--- config.mk ---
export PLATFORM = sky130hd
export DESIGN_NAME = gf180mcu_osu_sc_gp12t3v3__addf_seq
export DESIGN_NICKNAME = d
export VERILOG_FILES = /design/src/rtl/gf180mcu_osu_sc_gp12t3v3__addf_seq.sv
export SDC_FILE = /design/constraint.sdc
export NUM_CORES = 1
export LEC_CHECK = 0
export BUFFER_PORTS_ARGS = -buffer_cell sky130_fd_sc_hd__buf_4
export CORE_MARGIN = 2
export CORE_UTILIZATION = 50
export CTS_CLUSTER_SIZE = 30
export DETAILED_ROUTE_END_ITERATION = 8
export GPL_ROUTABILITY_DRIVEN = 0
export PLACE_DENSITY = 0.76
export SETUP_SLACK_MARGIN = 0.3
export SLEW_MARGIN = 20
export SYNTH_ARGS = -nofsm -noshare
export SYNTH_HDL_FRONTEND = slang
export SYNTH_SLANG_ARGS = --single-unit
--- constraint.sdc ---
create_clock -name CLK -period 2.9 [get_ports CLK]
set_clock_uncertainty 0.2 [all_clocks]
set_input_delay 0.29 -clock CLK [delete_from_list [all_inputs] [get_ports CLK]]
set_output_delay 0.29 -clock CLK [all_outputs]
set_load 0.02 [all_outputs]
--- src/rtl/gf180mcu_osu_sc_gp12t3v3__addf_seq.sv ---
// Bit-serial adder sequencer driving one external full-adder cell, LSB first.
// Latency WIDTH+1 edges START->DONE; START ignored while BUSY, accepted in IDLE/DONE.
module gf180mcu_osu_sc_gp12t3v3__addf_seq #(
  parameter int WIDTH = 8
) (
  input  logic             CLK,
  input  logic             R,
  input  logic             START,
  input  logic [WIDTH-1:0] A,
  input  logic [WIDTH-1:0] B,
  input  logic             CIN,
  output logic             FA_A,
  output logic             FA_B,
  output logic             FA_CI,
  input  logic             FA_S,
  input  logic             FA_CO,
  output logic             BUSY,
  output logic             DONE,
  output logic [WIDTH-1:0] SUM,
  output logic             COUT
);

  localparam int CW = (WIDTH > 1) ? $clog2(WIDTH) : 1;
  localparam logic [CW-1:0] LAST = CW'(WIDTH - 1);

  typedef enum logic [1:0] {
    ST_IDLE,
    ST_RUN,
    ST_DONE
  } state_t;

  state_t           state;
  logic [WIDTH-1:0] sh_a;
  logic [WIDTH-1:0] sh_b;
  logic [WIDTH-1:0] sum_q;
  logic             carry;
  logic [CW-1:0]    cnt;

  always_ff @(posedge CLK or posedge R) begin
    if (R) begin
      state <= ST_IDLE;
      sh_a  <= '0;
      sh_b  <= '0;
      sum_q <= '0;
      carry <= 1'b0;
      cnt   <= '0;
    end else begin
      case (state)
        ST_IDLE, ST_DONE: begin
          // SUM is left alone on accept; the next run shifts the old result out.
          if (START) begin
            sh_a  <= A;
            sh_b  <= B;
            carry <= CIN;
            cnt   <= '0;
            state <= ST_RUN;
          end else begin
            state <= ST_IDLE;
          end
        end
        ST_RUN: begin
          sum_q <= {FA_S, sum_q[WIDTH-1:1]};
          carry <= FA_CO;
          sh_a  <= {1'b0, sh_a[WIDTH-1:1]};
          sh_b  <= {1'b0, sh_b[WIDTH-1:1]};
          if (cnt == LAST) begin
            state <= ST_DONE;
          end else begin
            cnt <= cnt + 1'b1;
          end
        end
        default: state <= ST_IDLE;
      endcase
    end
  end

  // The final carry stays in the carry register until the next accepted START.
  assign FA_A  = sh_a[0];
  assign FA_B  = sh_b[0];
  assign FA_CI = carry;
  assign BUSY  = (state == ST_RUN);
  assign DONE  = (state == ST_DONE);
  assign SUM   = sum_q;
  assign COUT  = carry;

endmodule

# == After elaboration in Yosys (flattened, before gate mapping) ==
# Index checks and enable logic that the tools add are counted.
# totals
register_bits,30
elab_cells,30
ram_bits,0
mem_bits_ro,0
memories,0
in_bits,22
latch_bits,0
out_inout_bits,14
# classes
reduce_logical,5
magnitude_cmp,0
shifts,0
mul,0
n_mux,12
eq_ne,6
div,0
n_addsub,1
bitwise,0
# op_table
cell,n
case mux 8 bit (2 select lines),2
2-to-1 mux 8 bit,2
2-to-1 mux 3 bit,2
case mux 3 bit (2 select lines),1
"!= test 2 bit, second input constant",2
case mux 2 bit (2 select lines),1
"adder 3 x 1 -> 3 bit, second input constant",1
"== test 3 bit, second input constant",1
AND reduction 3 bit,1
"== test 2 x 1 -> 1 bit, second input constant",1
"== test 2 bit, second input constant",1
zero test 2 bit,1
2-to-1 mux 1 bit,2
2-to-1 mux 2 bit,1
"!= test 2 x 1 -> 1 bit, second input constant",1
case mux 1 bit (2 select lines),1
AND reduction 2 bit,1
nonzero test 2 bit,1
OR reduction 2 bit,1

# == Logic depth before layout (Yosys ltp) ==
# logic_depth
depth_word,4
depth_mapped,6
ltp_nobuf,5

# == Least setup slack after synthesis ==
# Ideal clock, no wire load.
# synth_path
kind,register -> register
from,register cnt[0]
to,register cnt[0]
path_slack_ps,1268
t_arrival_ps,1313
stages_incl_launch_ff,6
setup_ps,120
path_buffers,0
synth_period_minus_slack_ps,1632
required_ps,2580
path_cell_list,dfrtp_1 ha_1 ha_1 or3b_4 nand3_2 o21ai_2
# synth_via
elab_chain_len,3
elab_cells_between_ends,6
classes_between,add/sub (1); eq/ne (2); mux (2); reduce/logical (1)
# synth_lines
element,line_no,text
"start, declared",37,logic [CW-1:0] cnt;
"start signal, assigned",69,cnt <= cnt + 1'b1;
adder 3 x 1 -> 3 bit / == test 3 bit (equally long branches),"69, 66",
2-to-1 mux 3 bit / != test 2 bit (equally long branches),n/a,
case mux 3 bit (2 select lines) / AND reduction 3 bit (equally long branches),n/a,
# Parallel ways exist; a longest one is shown, timed or not. The select of a mux whose other input is x is not followed.
# A chain may end at the register's enable or synchronous reset.

# == Worst setup path after layout ==
# layout_path
from,register state[0]
to,output BUSY
# layout_via
elab_chain_len,1
# layout_lines
element,line_no,text
"start, declared",32,state_t state;
"start signal, assigned",41,state <= ST_IDLE;
"start signal, assigned",56,state <= ST_RUN;
"start signal, assigned",58,state <= ST_IDLE;
== test 2 x 1 -> 1 bit,81,assign BUSY = (state == ST_RUN);
"end, declared",17,"output logic BUSY,"
# No other way between the ends.

==> impl_metrics.csv <==
group,metric,value,unit
status,status,"finished, final reports clean",
critical_path,crit_end,"BUSY",
cts,cts_tree,"yes",
critical_path,end_kind,"output pin",
critical_path,critPathKind,"flop to output pin",
yosys,syn_avg_cell_area,9.884,um^2
place,place_ws,921.8,ps
flow_run,cap_viol_max_count,0,
sta,setup_ws,550.2,ps
route,viasPerCell,5.346,
floorplanning,die-area,0.003205,mm^2
grt,grt_max_degree,31,
yosys,synth_edf_count,0,
power,p_per_area,1045,mW/mm^2
yosys,synthesis.nets,164,
yosys,ys_warn_count,0,
yosys,synth_seq_area_share,0.5425,
place,dp_hpwl,1997,um
power,p_switching,0.0007184,W
critical_path,path_delay_family,"flip-flops",
grt,grt_pass1_wl,4719,um
critical_path,worst_r2r_endpoint,"sh_b[6]",
yosys,synth_top_area_cell,"dfrtp_1",
sta,period_share,0.8103,
critical_path,worst-path-buf-inv,3,
cts,clock_path_buffers,2,
sta,worst_pin_slew,602.5,ps
place,port_buffers,35,
critical_path,cp.depth,4,
yosys,yosys-top-cells-area,"dfrtp_1, nand2_1, a21oi_1, mux2i_1, o22ai_1",
yosys,netlist_instances,140,
critical_path,cp_common_cell,"buf_4",
power,p_sw_frac,0.4022,
power,pwr-share-comb,0.424,
critical_path,cp_slowest_cell,"dfrtp_1",
power,clock_power_share,0.146,
route,dr.pass1.iters,4,
grt,grt_usage,0.1940,
critical_path,worstSetupStartpointType,"flop",
critical_path,regToRegStartpoint,"state[0]",
route,route.detailed.drc,0,
critical_path,slowest_delay,730,ps
cts,path_clk_slew,90,ps
sta,max_freq,0.4256,GHz
cts,postCtsResizedCells,0,
critical_path,crit_required,2410,ps
yosys,synth-seq-cells,30,
power,p_total,0.001786,W
sta,hold_ws,29.55,ps
cts,cts_setup_buffers,0,
finish,drive_above_1_share,0.2712,
cts,root_buffer,"clkbuf_4",
floorplanning,coreArea,0.002686,mm^2
route,routed_wl,2774,um
yosys,yosysTopAreaCellShare,0.5425,
cts,holdBufCountCts,2,
yosys,yosysUniqueCellTypes,24,
sta,hold_viol,0,
power,seq_power_share,0.430,
power,peakVddDrop,0.6728,mV
yosys,yosys_most_used_dff,"dfrtp_1",
route,vias,1112,
yosys,ys_top_cells_by_count,"dfrtp_1, nand2_1, a21oi_1",
critical_path,worstPathMaxFanout,22,
floorplanning,pin_count,36,
critical_path,reg2regPathDepth,3,
critical_path,worstSetupStartpoint,"state[0]",
grt,antenna_found_initial,0,
cts,cts_sinks,30,
critical_path,reg2reg_slack,950,ps
sta,slew_headroom,0.5983,
sta,finalSetupTns,0,ps
sta,rsz0062_at_grt,"no",
route,wl_per_cell,13.34,um
floorplanning,die_y,56.61,um
critical_path,crit_path_cell_trace,"nand2b_1 -> buf_4 -> inv_1 -> buf_4",
grt,overflow,0,
yosys,async_flop_share,1.000,
cts,cts_buffers,5,
grt,grt_pass1_vias,1104,
finish,diodes,0,
yosys,synth.most_common_cell,"dfrtp_1",
route,ant_nets,0,
floorplanning,row_count,19,
sta,report.final.setup_viol,0,
finish,syn2layout_area_growth,23.51,%
critical_path,worstPathArrival,1860,ps
power,p_int,0.001068,W
floorplanning,start_util,0.5151,
cts,cts_htree_levels,2,
worst_hold_path,hold_class,"input pin to flop",
finish,nets,200,
power,p_leak,0.8774,nW
yosys,syn_area,0.001384,mm^2
sta,layout_min_cycle_time,2350,ps
sta,finalMaxSlewViolations,0,
route,first_iter_violations,14,
cts,clock_latency,320,ps
floorplanning,die_w,56.61,um
-- through the flow --
stage | utilization | instances | instance area, um^2
floorplan | - | 140 | 1384
global placement | 0.6064 | 198 | 1629
detailed placement | 0.6064 | 198 | 1629
CTS | 0.6362 | 208 | 1709
global route | 0.6362 | 208 | 1709
finish | 0.6362 | 208 | 1709
-- cell families (layout without fill, tap and decap cells) --
logic type | count (synthesis) | after routing | synth area share
adder cells (fa/ha/maj) | 2 | 2 | 0.01808
multiplexers | 6 | 6 | 0.04340
buffers and inverters | 22 | 59 | 0.08409
AND/OR/NAND/NOR | 47 | 47 | 0.1637
flip-flops | 30 | 30 | 0.5425
AO/OA/AOI/OAI | 33 | 33 | 0.1483
-- worst register-to-register path, delay by kind of cell (launching register included) --
family             cells  cell delay (ps)
DFF                    1              730
and+or+nand+nor        2              630
AOI/OAI and AO/OA      1              270
-- power by group through the flow --
stage,combinational [W],sequential [W],clock (W)
floorplan,0.000512,0.000800,0
global placement,0.000733,0.000764,0
detailed placement,0.000765,0.000775,0
CTS,0.000770,0.000767,0.000267
global route,0.000839,0.000799,0.000282
finish,0.000758,0.000768,0.000260
-- worst min-delay path by stage --
stage	slack [ps]	cells after the start	from	to
2_1_floorplan	180	1	R	COUT
3_3_place_gp	190	3	R	cnt[0]
3_5_place_dp	200	3	R	SUM[5]
4_1_cts	30	3	A[2]	sh_a[2]
5_1_grt	30	3	A[0]	sh_a[0]
6_report	30	3	B[1]	sh_b[1]
-- cells in the final DEF, fill, tap and decap left out --
cell and n:
a211oi_1 4, a21o_1 1, a21oi_1 13, a221o_1 2, and2_1 1, and3b_1 1
buf_4 37, clkbuf_1 1, clkbuf_4 5, clkbuf_8 1, clkinv_2 1, dfrtp_1 30
dlygate4sd3_1 2, ha_1 2, inv_1 12, mux2i_1 6, nand2_1 28, nand2b_1 2
nand3_1 4, nand3_2 2, nor2_1 3, nor2b_1 5, o211ai_1 1, o21ai_0 2
o21ai_2 1, o22ai_1 9, or3b_4 1
-- cell type report --
type / instances / area [um^2]
Timing Repair Buffer: 39 / 297.8
Inverter: 12 / 45.04
Sequential cell: 30 / 750.7
Multi-Input combinational cell: 88 / 516.7
Clock buffer: 7 / 55.05
Fill cell: 226 / 977.2
Clock inverter: 1 / 5.005
Tap cell: 31 / 38.79
-- registers in the layout, summed over array words and instances, names as in the netlist --
name   flops
cnt        3
sh_b       8
sh_a       8
COUT       1
SUM        8
state      2
-- per-layer routing --
metal	track usage	share of wire
met1	0.2275	0.41
met4	0.09184	0.016
met3	0.04378	0.048
met2	0.3339	0.52
met5	0	0
No activity file was read; power rests on OpenSTA's default activity.
